--- src/rtl/fp_mul_issue_arbiter.sv ---
// ---------------------------------------------------------------------------
// fp_mul_issue_arbiter
//
// Shares one externally instantiated floating-point multiply pipeline among
// NUM_REQ requesters. A round-robin arbiter issues at most one operation per
// cycle, the winner's id is queued as a tag, and when the pipeline returns a
// result the tag is popped and {id, product, flags} is written into an
// in-order result FIFO. Issue is credit-limited so the FIFO can always
// absorb every result already in the pipeline (the pipeline cannot stall).
//
// Ports
//   clk, rst        clock, asynchronous active-high reset (shared with pipeline)
//   req_valid       per-requester operation valid
//   req_ready       one-hot grant (transfer on req_valid[i] & req_ready[i])
//   req_in1/in2     packed operands, requester i at [32*i +: 32]
//   req_rm          packed rounding modes, requester i at [3*i +: 3]
//   mul_valid_in    registered issue strobe to the pipeline
//   mul_in1/in2/rm  registered operands to the pipeline
//   mul_out         product from the pipeline
//   mul_flags       {overflow, underflow, inexact, invalid} from the pipeline
//   mul_valid_out   result strobe from the pipeline
//   rsp_valid       result FIFO head valid
//   rsp_ready       consumer accepts the head
//   rsp_id          requester that issued the head result
//   rsp_data        head product (holds last value when the FIFO is empty)
//   rsp_flags       head flags
//   tag_error       sticky: pipeline produced a result with no tag queued
// ---------------------------------------------------------------------------
module fp_mul_issue_arbiter #(
  parameter  int NUM_REQ    = 4,
  parameter  int LATENCY    = 5,
  parameter  int FIFO_DEPTH = 8,
  localparam int ID_W       = $clog2(NUM_REQ)
) (
  input  logic                   clk,
  input  logic                   rst,
  input  logic [NUM_REQ-1:0]     req_valid,
  output logic [NUM_REQ-1:0]     req_ready,
  input  logic [32*NUM_REQ-1:0]  req_in1,
  input  logic [32*NUM_REQ-1:0]  req_in2,
  input  logic [3*NUM_REQ-1:0]   req_rm,
  output logic                   mul_valid_in,
  output logic [31:0]            mul_in1,
  output logic [31:0]            mul_in2,
  output logic [2:0]             mul_rm,
  input  logic [31:0]            mul_out,
  input  logic [3:0]             mul_flags,
  input  logic                   mul_valid_out,
  output logic                   rsp_valid,
  input  logic                   rsp_ready,
  output logic [ID_W-1:0]        rsp_id,
  output logic [31:0]            rsp_data,
  output logic [3:0]             rsp_flags,
  output logic                   tag_error
);

  localparam int TQ_DEPTH = LATENCY + 1;
  localparam int TQ_PW    = (TQ_DEPTH > 1) ? $clog2(TQ_DEPTH) : 1;
  localparam int TQ_CW    = $clog2(TQ_DEPTH + 1);
  localparam int RF_PW    = (FIFO_DEPTH > 1) ? $clog2(FIFO_DEPTH) : 1;
  localparam int CNT_W    = $clog2(FIFO_DEPTH + 1);
  localparam int ENT_W    = ID_W + 36;

  // ---------------------------------------------------------------------
  // Operand unpacking
  // ---------------------------------------------------------------------
  logic [31:0] op_a  [NUM_REQ];
  logic [31:0] op_b  [NUM_REQ];
  logic [2:0]  op_rm [NUM_REQ];

  for (genvar gi = 0; gi < NUM_REQ; gi++) begin : g_unpack
    assign op_a[gi]  = req_in1[32*gi +: 32];
    assign op_b[gi]  = req_in2[32*gi +: 32];
    assign op_rm[gi] = req_rm[3*gi +: 3];
  end

  // ---------------------------------------------------------------------
  // State
  // ---------------------------------------------------------------------
  logic [ID_W-1:0]  rr_ptr_q,   rr_ptr_d;
  logic [CNT_W-1:0] in_flight_q, in_flight_d;
  logic             mul_valid_in_q;
  logic [31:0]      mul_in1_q, mul_in2_q;
  logic [2:0]       mul_rm_q;
  logic             tag_error_q;

  logic [ID_W-1:0]  tq_mem [TQ_DEPTH];
  logic [TQ_PW-1:0] tq_wr_q, tq_wr_d, tq_rd_q, tq_rd_d;
  logic [TQ_CW-1:0] tq_count_q, tq_count_d;

  logic [ENT_W-1:0] rf_mem [FIFO_DEPTH];
  logic [RF_PW-1:0] rf_wr_q, rf_wr_d, rf_rd_q, rf_rd_d;
  logic [CNT_W-1:0] rf_count_q, rf_count_d;

  logic             rsp_valid_q, rsp_valid_d;
  logic [ENT_W-1:0] rsp_ent_q, rsp_ent_d;

  // ---------------------------------------------------------------------
  // Credits and round-robin arbitration
  // ---------------------------------------------------------------------
  logic [CNT_W:0]  credit_used;
  logic            can_issue;
  logic            grant_valid;
  logic [ID_W-1:0] grant_id;

  assign credit_used = {1'b0, in_flight_q} + {1'b0, rf_count_q};
  assign can_issue   = credit_used < (CNT_W+1)'(FIFO_DEPTH);

  always_comb begin : arb
    int              idx_i;
    logic [ID_W-1:0] idx_v;
    grant_valid = 1'b0;
    grant_id    = '0;
    idx_i       = 0;
    idx_v       = '0;
    // Held off during reset so no transfer is reported while state is clearing.
    if (can_issue && !rst) begin
      for (int k = 0; k < NUM_REQ; k++) begin
        idx_i = int'(rr_ptr_q) + k;
        if (idx_i >= NUM_REQ) idx_i = idx_i - NUM_REQ;
        idx_v = ID_W'(idx_i);
        if (!grant_valid && req_valid[idx_v]) begin
          grant_valid = 1'b1;
          grant_id    = idx_v;
        end
      end
    end
  end

  for (genvar gi = 0; gi < NUM_REQ; gi++) begin : g_ready
    assign req_ready[gi] = grant_valid && (grant_id == ID_W'(gi));
  end

  assign rr_ptr_d = (grant_id == ID_W'(NUM_REQ - 1)) ? '0 : grant_id + 1'b1;

  // ---------------------------------------------------------------------
  // Tag queue and in-flight count
  // ---------------------------------------------------------------------
  logic            tq_empty, tq_pop, tag_miss;
  logic [ID_W-1:0] tq_head;

  assign tq_empty = (tq_count_q == '0);
  assign tq_pop   = mul_valid_out && !tq_empty;
  assign tag_miss = mul_valid_out &&  tq_empty;
  assign tq_head  = tq_mem[tq_rd_q];

  function automatic logic [TQ_PW-1:0] tq_inc(input logic [TQ_PW-1:0] p);
    return (p == TQ_PW'(TQ_DEPTH - 1)) ? '0 : p + 1'b1;
  endfunction

  function automatic logic [RF_PW-1:0] rf_inc(input logic [RF_PW-1:0] p);
    return (p == RF_PW'(FIFO_DEPTH - 1)) ? '0 : p + 1'b1;
  endfunction

  always_comb begin
    tq_wr_d     = grant_valid ? tq_inc(tq_wr_q) : tq_wr_q;
    tq_rd_d     = tq_pop ? tq_inc(tq_rd_q) : tq_rd_q;
    tq_count_d  = tq_count_q;
    in_flight_d = in_flight_q;
    case ({grant_valid, tq_pop})
      2'b10: begin
        tq_count_d  = tq_count_q + 1'b1;
        in_flight_d = in_flight_q + 1'b1;
      end
      2'b01: begin
        tq_count_d  = tq_count_q - 1'b1;
        in_flight_d = in_flight_q - 1'b1;
      end
      default: ;
    endcase
  end

  always_ff @(posedge clk) begin
    if (grant_valid) tq_mem[tq_wr_q] <= grant_id;
  end

  // ---------------------------------------------------------------------
  // Result FIFO with a registered head
  // ---------------------------------------------------------------------
  logic             rf_push, rf_pop, rf_bypass;
  logic [ENT_W-1:0] rf_push_ent;

  assign rf_push     = tq_pop;
  assign rf_pop      = rsp_valid_q && rsp_ready;
  assign rf_push_ent = {tq_head, mul_out, mul_flags};
  // The incoming entry becomes the next head when nothing else remains after the pop.
  assign rf_bypass   = rf_push && (rf_count_q == (rf_pop ? CNT_W'(1) : CNT_W'(0)));

  always_comb begin
    rf_wr_d    = rf_push ? rf_inc(rf_wr_q) : rf_wr_q;
    rf_rd_d    = rf_pop  ? rf_inc(rf_rd_q) : rf_rd_q;
    rf_count_d = rf_count_q;
    case ({rf_push, rf_pop})
      2'b10:   rf_count_d = rf_count_q + 1'b1;
      2'b01:   rf_count_d = rf_count_q - 1'b1;
      default: ;
    endcase
    rsp_valid_d = (rf_count_d != '0);
    rsp_ent_d   = rsp_ent_q;
    if (rsp_valid_d) rsp_ent_d = rf_bypass ? rf_push_ent : rf_mem[rf_rd_d];
  end

  always_ff @(posedge clk) begin
    if (rf_push) rf_mem[rf_wr_q] <= rf_push_ent;
  end

  // ---------------------------------------------------------------------
  // Registered state
  // ---------------------------------------------------------------------
  always_ff @(posedge clk or posedge rst) begin
    if (rst) begin
      rr_ptr_q       <= '0;
      in_flight_q    <= '0;
      mul_valid_in_q <= 1'b0;
      mul_in1_q      <= '0;
      mul_in2_q      <= '0;
      mul_rm_q       <= '0;
      tag_error_q    <= 1'b0;
      tq_wr_q        <= '0;
      tq_rd_q        <= '0;
      tq_count_q     <= '0;
      rf_wr_q        <= '0;
      rf_rd_q        <= '0;
      rf_count_q     <= '0;
      rsp_valid_q    <= 1'b0;
      rsp_ent_q      <= '0;
    end else begin
      mul_valid_in_q <= grant_valid;
      if (grant_valid) begin
        mul_in1_q <= op_a[grant_id];
        mul_in2_q <= op_b[grant_id];
        mul_rm_q  <= op_rm[grant_id];
        rr_ptr_q  <= rr_ptr_d;
      end
      in_flight_q <= in_flight_d;
      tag_error_q <= tag_error_q | tag_miss;
      tq_wr_q     <= tq_wr_d;
      tq_rd_q     <= tq_rd_d;
      tq_count_q  <= tq_count_d;
      rf_wr_q     <= rf_wr_d;
      rf_rd_q     <= rf_rd_d;
      rf_count_q  <= rf_count_d;
      rsp_valid_q <= rsp_valid_d;
      rsp_ent_q   <= rsp_ent_d;
    end
  end

  assign mul_valid_in = mul_valid_in_q;
  assign mul_in1      = mul_in1_q;
  assign mul_in2      = mul_in2_q;
  assign mul_rm       = mul_rm_q;
  assign rsp_valid    = rsp_valid_q;
  assign rsp_id       = rsp_ent_q[ENT_W-1 -: ID_W];
  assign rsp_data     = rsp_ent_q[35:4];
  assign rsp_flags    = rsp_ent_q[3:0];
  assign tag_error    = tag_error_q;

endmodule

--- config.mk ---
export PLATFORM = sky130hd
export DESIGN_NAME = fp_mul_issue_arbiter
export DESIGN_NICKNAME = d
export VERILOG_FILES = /design/src/rtl/fp_mul_issue_arbiter.sv
export SDC_FILE = /design/constraint.sdc
export NUM_CORES = 1
export LEC_CHECK = 0
export BUFFER_PORTS_ARGS = -buffer_cell sky130_fd_sc_hd__buf_2
export CAP_MARGIN = 25
export CORE_MARGIN = 2
export CORE_UTILIZATION = 50
export DETAILED_ROUTE_END_ITERATION = 12
export GPL_ROUTABILITY_DRIVEN = 1
export PLACE_DENSITY_LB_ADDON = 0.05
export SETUP_SLACK_MARGIN = 0.3
export SYNTH_ARGS = -nofsm -noshare
export SYNTH_HDL_FRONTEND = slang
export SYNTH_SLANG_ARGS = --single-unit
--- constraint.sdc ---
create_clock -name clk -period 8.03 [get_ports clk]
set_input_delay 1.606 -clock clk [delete_from_list [all_inputs] [get_ports clk]]
set_output_delay 1.606 -clock clk [all_outputs]
set_load 0.01 [all_outputs]
### After elaboration in Yosys (flattened, before gate mapping)

Memories as Yosys holds them, arrays and structs flattened.
Index checks and enable logic that the tools add are counted.

| storage, ports and cells | value |
|---|---|
| register bits | 133 |
| memory bits (writable) | 316 |
| input bits | 312 |
| output and inout bits | 112 |
| logic and storage cells | 134 |
| memories | 2 |

Memories:

| memory | depth | width | read ports | clocked after memory_dff | wr ports | line | text |
|---|---|---|---|---|---|---|---|
| rf_mem | 8 | 38 | 1 | 0 | 1 | 91 | `logic [ENT_W-1:0] rf_mem [FIFO_DEPTH];` |
| tq_mem | 6 | 2 | 1 | 0 | 1 | 87 | `logic [ID_W-1:0] tq_mem [TQ_DEPTH];` |

| operators by class | value |
|---|---|
| add/sub/neg operators | 19 |
| order comparisons | 10 |
| eq/ne operators | 12 |
| mux-type cells | 53 |
| bitwise gates (word level) | 2 |
| reductions and logical operators | 21 |

Operator list:

| operator | number |
|---|---|
| binary-select mux 32 bit (select 2 bit) | 2 |
| two-way mux 32 bit | 4 |
| two-way mux 38 bit | 1 |
| two-way mux 2 bit | 14 |
| two-way mux 3 bit | 7 |
| two-way mux 1 bit | 17 |
| one-hot mux 4 bit (2 select lines) | 2 |
| adder 3 x 1 -> 3 bit, second input constant | 5 |
| equality test 3 bit, second input constant | 4 |
| greater-or-equal comparator 3 bit, second input constant | 4 |
| logical AND 1 bit | 12 |
| < comparator 2 x 3 -> 1 bit, second input constant | 4 |
| adder 4 x 1 -> 4 bit, second input constant | 2 |
| binary-select mux 1 bit (select 2 bit) | 4 |
| equality test 2 bit, second input constant | 4 |
| subtractor 2 x 1 -> 2 bit, second input constant | 4 |
| subtractor 4 x 1 -> 4 bit, second input constant | 2 |
| adder 2 x 2 -> 3 bit, second input constant | 2 |
| binary-select mux 3 bit (select 2 bit) | 1 |
| equality test 2 x 1 -> 1 bit, second input constant | 3 |
| one-hot mux 3 bit (2 select lines) | 1 |
| adder 4 x 4 -> 5 bit | 1 |
| zero test 1 bit | 5 |
| < comparator 5 x 4 -> 1 bit, second input constant | 1 |
| other kinds (11) | 11 |

### Longest topological paths before layout

| depth | value |
|---|---|
| depth after elaboration | 24 |
| gate-level depth with buffers | 13 |
| mapped depth without buffers | 10 |

### Worst setup path after synthesis

OpenSTA, ideal clock, no wires.

| path | value |
|---|---|
| path type | input -> register |
| start point | input mul_valid_out |
| end point | memory rf_mem[0][0] (netlist name) (enable) |
| library setup time | 0.528 ns |
| data arrival time | 5.520 ns |
| data required time | 7.502 ns |
| setup slack | 1.982 ns |
| cell stages on the path | 3 |
| buffers on the path | 1 |
| cells stage by stage | nand2b_1 > clkbuf_1 > nor4_1 |

| between the ends | value |
|---|---|
| longest elaborated chain between the ends | 3 |

RTL lines:

| what | line | text |
|---|---|---|
| start, declared | 48 | `input logic mul_valid_out,` |
| logical AND 1 bit | 143 | `assign tq_pop = mul_valid_out && !tq_empty;` |
| two-way mux 1 bit | 204 | `if (rf_push) rf_mem[rf_wr_q] <= rf_push_ent;` |
| two-way mux 1 bit (implied by the code) | 204 |  |
| end, declared | 91 |  |

No other way between the ends.

### Final worst setup path

| path | value |
|---|---|
| start point | input req_valid[1] |
| end point | output req_ready[2] |

| between the ends | value |
|---|---|
| elaborated cells between the ends (all ways) | 29 |
| classes of those cells | eq/ne: 1; mux: 21; reduce/logical: 7 |

RTL lines:

| what | line | text |
|---|---|---|
| start, declared | 37 | `input logic [NUM_REQ-1:0] req_valid,` |
| binary-select mux 1 bit (select 2 bit) | 122 | `if (!grant_valid && req_valid[idx_v]) begin` |
| two-way mux 1 bit (implied by the code) | 122 |  |
| two-way mux 1 bit | 122 |  |
| two-way mux 1 bit | 117 | `if (can_issue && !rst) begin` |
| zero test 1 bit | 122 |  |
| logical AND 1 bit | 122 |  |
| two-way mux 1 bit | 122 |  |
| two-way mux 1 bit | 117 |  |
| [2 not listed] | n/a |  |
| two-way mux 1 bit | 122 |  |
| two-way mux 1 bit | 117 |  |
| zero test 1 bit | 122 |  |
| logical AND 1 bit | 122 |  |
| two-way mux 1 bit * | 122 |  |
| two-way mux 1 bit * | 117 |  |
| named net grant_valid | 103 | `logic grant_valid;` |
| logical AND 1 bit * | 131 | `assign req_ready[gi] = grant_valid && (grant_id == ID_W'(gi));` |
| end, declared | 38 | `output logic [NUM_REQ-1:0] req_ready,` |

The timed path passes the listed nets; every way through them passes the cells marked *. The select of a mux whose other input is x is not followed.

==> run metrics <==
peak supply drop 0.243 mV; RSZ-0062 raised after global routing no; #FFs+latches synth roughly 450; clock period minus worst slack ~5.7 ns; largest family of logic cells by synthesized area multiplexers; HPWL reported at the end of detailed placement about 37 mm; die footprint about 0.042 sq mm; worst hold path class reg2reg; Clock Skews around 0.017 ns; average wire per cell in the routed design around 23 um; placed cell area between 0.02 and 0.025 sq mm; setup_tns 0 ns; Rows 73; Yosys top cell by area edfxtp_1; Core Region between 0.03 and 0.04 sq mm; XOR/XNOR Fraction of Synth Area less than 1%; Worst path most repeated cell buf_2; 1st-pass router iterations 6; Synth Area in Compound Gates 10.8%; dpl cells 2341; Layout Cell Area excl Fill 0.0246 sq mm; hold buffers post-CTS 0; Die W between 200 and 250 um; Net count, final about 2.2k; H-tree Lvls 2; Final GP Congestion 0.887; WL met2 approximately 28 mm; synthesis-to-finish area growth 20.7%; CP cell instances buf_2 -> or4_1 -> nand4_4 -> buf_4 -> clkinv_1 -> and2_1 -> buf_2; Residual DRC 0; Data required, critical path 6.42 ns; CTS tree built; largest net degree at the start of global routing 93; cts repair resizes 0; Via density ~5.7; Port Buffers roughly 420; Slew Limit Fails 0; aggregate global routing overflow 0; Critical Path Start req_valid[1]; Clk pin slew, worst setup/hold paths 0.05 ns; Detail Route Antenna Nets 0; Post-Synth Adder-Cell Area roughly 1.3%; Synth top area share a little under half; mapped cell area between 0.02 and 0.025 sq mm; FFs w/ async S/R, synth about 30%; Syn Area/Cell between 10 and 15 sq um; footprint of the multi-input gates 0.00700 sq mm; worst skew pair latency 0.57 ns; I/O Pins approximately 420; max-cap viol count 0; worst setup path class in2out; status finished, final reports clean; cell count after synthesis about 1.5k; multiplexer area fraction after synthesis a little over an eighth; root buffer cell clkbuf_16; Num CTS Buffers 47; Yosys warning total 0; met3 wire len ~4 mm; final setup fails 0; slowest stage delay, CP 0.66 ns; M1 wire length about 23 mm; crit-path max FO 76; final core occ between 60% and 70%; slew margin rel. a little over a third; Seq/Total Area, Yosys 63.0%; Fill cells about 3.2k; crit path max-delay cell type buf_4; Synth area leaders edfxtp_1 (47%), dfrtp_1 (16%), mux2i_1 (9.5%); Least-Margin Pin Slew just under 1 ns; Post-synth EDFFs 316; Distinct cells, synth 55; vias in the first global route between 10k and 15k; initial antenna violation count 13; Achievable Freq 175 MHz; register area around 0.013 sq mm; Initial Util between 50% and 60%; post-CTS setup repair buffer count 0; Final Hold Vio Count 0; deepest clock path buffer count 3; Total Wirelength 57.0 mm; Pleak between 9 and 10 nW; arrival time worst endpoint 4.10 ns; share of cells above drive strength 1 35.6%; predominant post-synthesis flop cell edfxtp_1; Total GRT Usage between 20% and 30%; global-route wire length before repair between 80 and 90 mm; Setup crit end kind output pin; Final Cycle Share a little under three quarters; initial DRC count 844; reg2reg start rf_rd_q[0]; Top Layer Used met5; Post-Synth Simple-Gate Area 7.86%; Non-Filler Instances 2435; hold path start tq_count_q[2]; CTS Sinks between 400 and 500; net count after synthesis roughly 1.8k; Die Y about 200 um; PD cells 403 mW/mm^2; Setup crit start kind input pin; vias between 10k and 15k
==> placed cells by master, fill, tap and decap left out, types with 4 or more instances in the layout <==
master     instances
a22o_1             6
clkbuf_16         49
bufinv_16          5
nor3_1             7
mux2_2            66
nor3_2             4
and2_1             4
buf_4             29
o221ai_2          58
a32o_1            31
a21oi_1           15
xnor2_1            7
diode_2            6
a22oi_1           20
a31oi_1           37
clkbuf_1          17
clkinv_2           6
edfxtp_1         316
nand2_1          264
o22a_1             6
inv_1             14
nand2b_1           6
o21ai_0           16
buf_2            423
a32oi_1           28
nor2_1            20
nand3_1           32
clkbuf_8           6
mux2i_1          193
ha_1              17
a21o_1             6
nand3b_1           4
xor2_1             6
dfrtp_1          133
==> worst max-delay path: cells and delay by family <==
kind                   cells  cell delay (ns)
AND/OR/NAND/NOR            3             1.02
buffers and inverters      4             1.44
==> sequential cells by signal, summed over array words and instances, names as in the netlist, 4 cells and up <==
signal and flops:
in_flight_q 4, mul_in1 32, mul_in2 32, rf_count_q 4
rf_mem 304, rsp_ent_q 38, tq_mem 12
==> cell type report <==
| type | instances | share of cell area [%] |
|---|---|---|
| diodes | 6 | 0.0611 |
| clock inverters | 15 | 0.881 |
| flip-flops and latches | 449 | 52.2 |
| repair buffers | 455 | 9.81 |
| inverters | 20 | 0.341 |
| clock buffers | 72 | 5.59 |
| multi-input cells | 893 | 28.5 |
| well taps | 525 | 2.67 |
==> synth_stat cells, drive strengths merged (7+ instances only) <==
cell type / number
a21oi: 15
a22oi: 20
a31oi: 37
a32o: 31
a32oi: 28
buf: 53
clkbuf: 47
dfrtp: 133
edfxtp: 316
ha: 17
inv: 18
mux2: 66
mux2i: 193
nand2: 265
nand3: 32
nor2: 23
nor3: 11
o21ai: 18
o221ai: 59
xnor2: 7
==> report_power, final <==
group | switching (mW) | total [mW] | internal (mW)
clock | 0.882 | 2.22 | 1.34
combinational | 2.43 | 4.22 | 1.79
sequential | 0.342 | 3.46 | 3.12
==> layer usage <==
layer | up-vias | global-route usage, %
met2 | 473 | 43.6
met3 | 102 | 7.11
met4 | 2 | 8.71
met1 | 6873 | 34.5
met5 | - | 0
li1 | 6386 | -
==> cell families (layout without fill, tap and decap cells) <==
group           Yosys count  after routing
flops                   449            449
simple gates            366            366
mux                     261            261
compound gates          233            233
buf+inv                 120            562
fa+ha+maj                20             20
xor+xnor                 13             13
other cells               0              6
==> per-stage QoR <==
stage | setup WS (ns) | power, mW | hold slack [ns]
3_5_place_dp | 2.31 | 7.75 | 0.448
6_report | 2.32 | 9.90 | 0.462
2_1_floorplan | 1.98 | 6.43 | 0.443
5_1_grt | 2.19 | 10.5 | 0.480
4_1_cts | 2.30 | 9.98 | 0.469
3_3_place_gp | 2.32 | 7.66 | 0.440
==> worst paths after layout <==
kind,cells past startpoint,slack (ns),end
worst max register to register,13,3.90,rsp_ent_q[4]
max in group asynchronous,3,6.02,mul_rm[1]
worst min-delay path,1,0.46,tq_count_q[2]
worst max-delay path,7,2.32,req_ready[2]
worst min register to register,1,0.46,tq_count_q[2]
min in group asynchronous,2,1.09,mul_in2[20]
No activity file was read; power rests on OpenSTA's default activity.
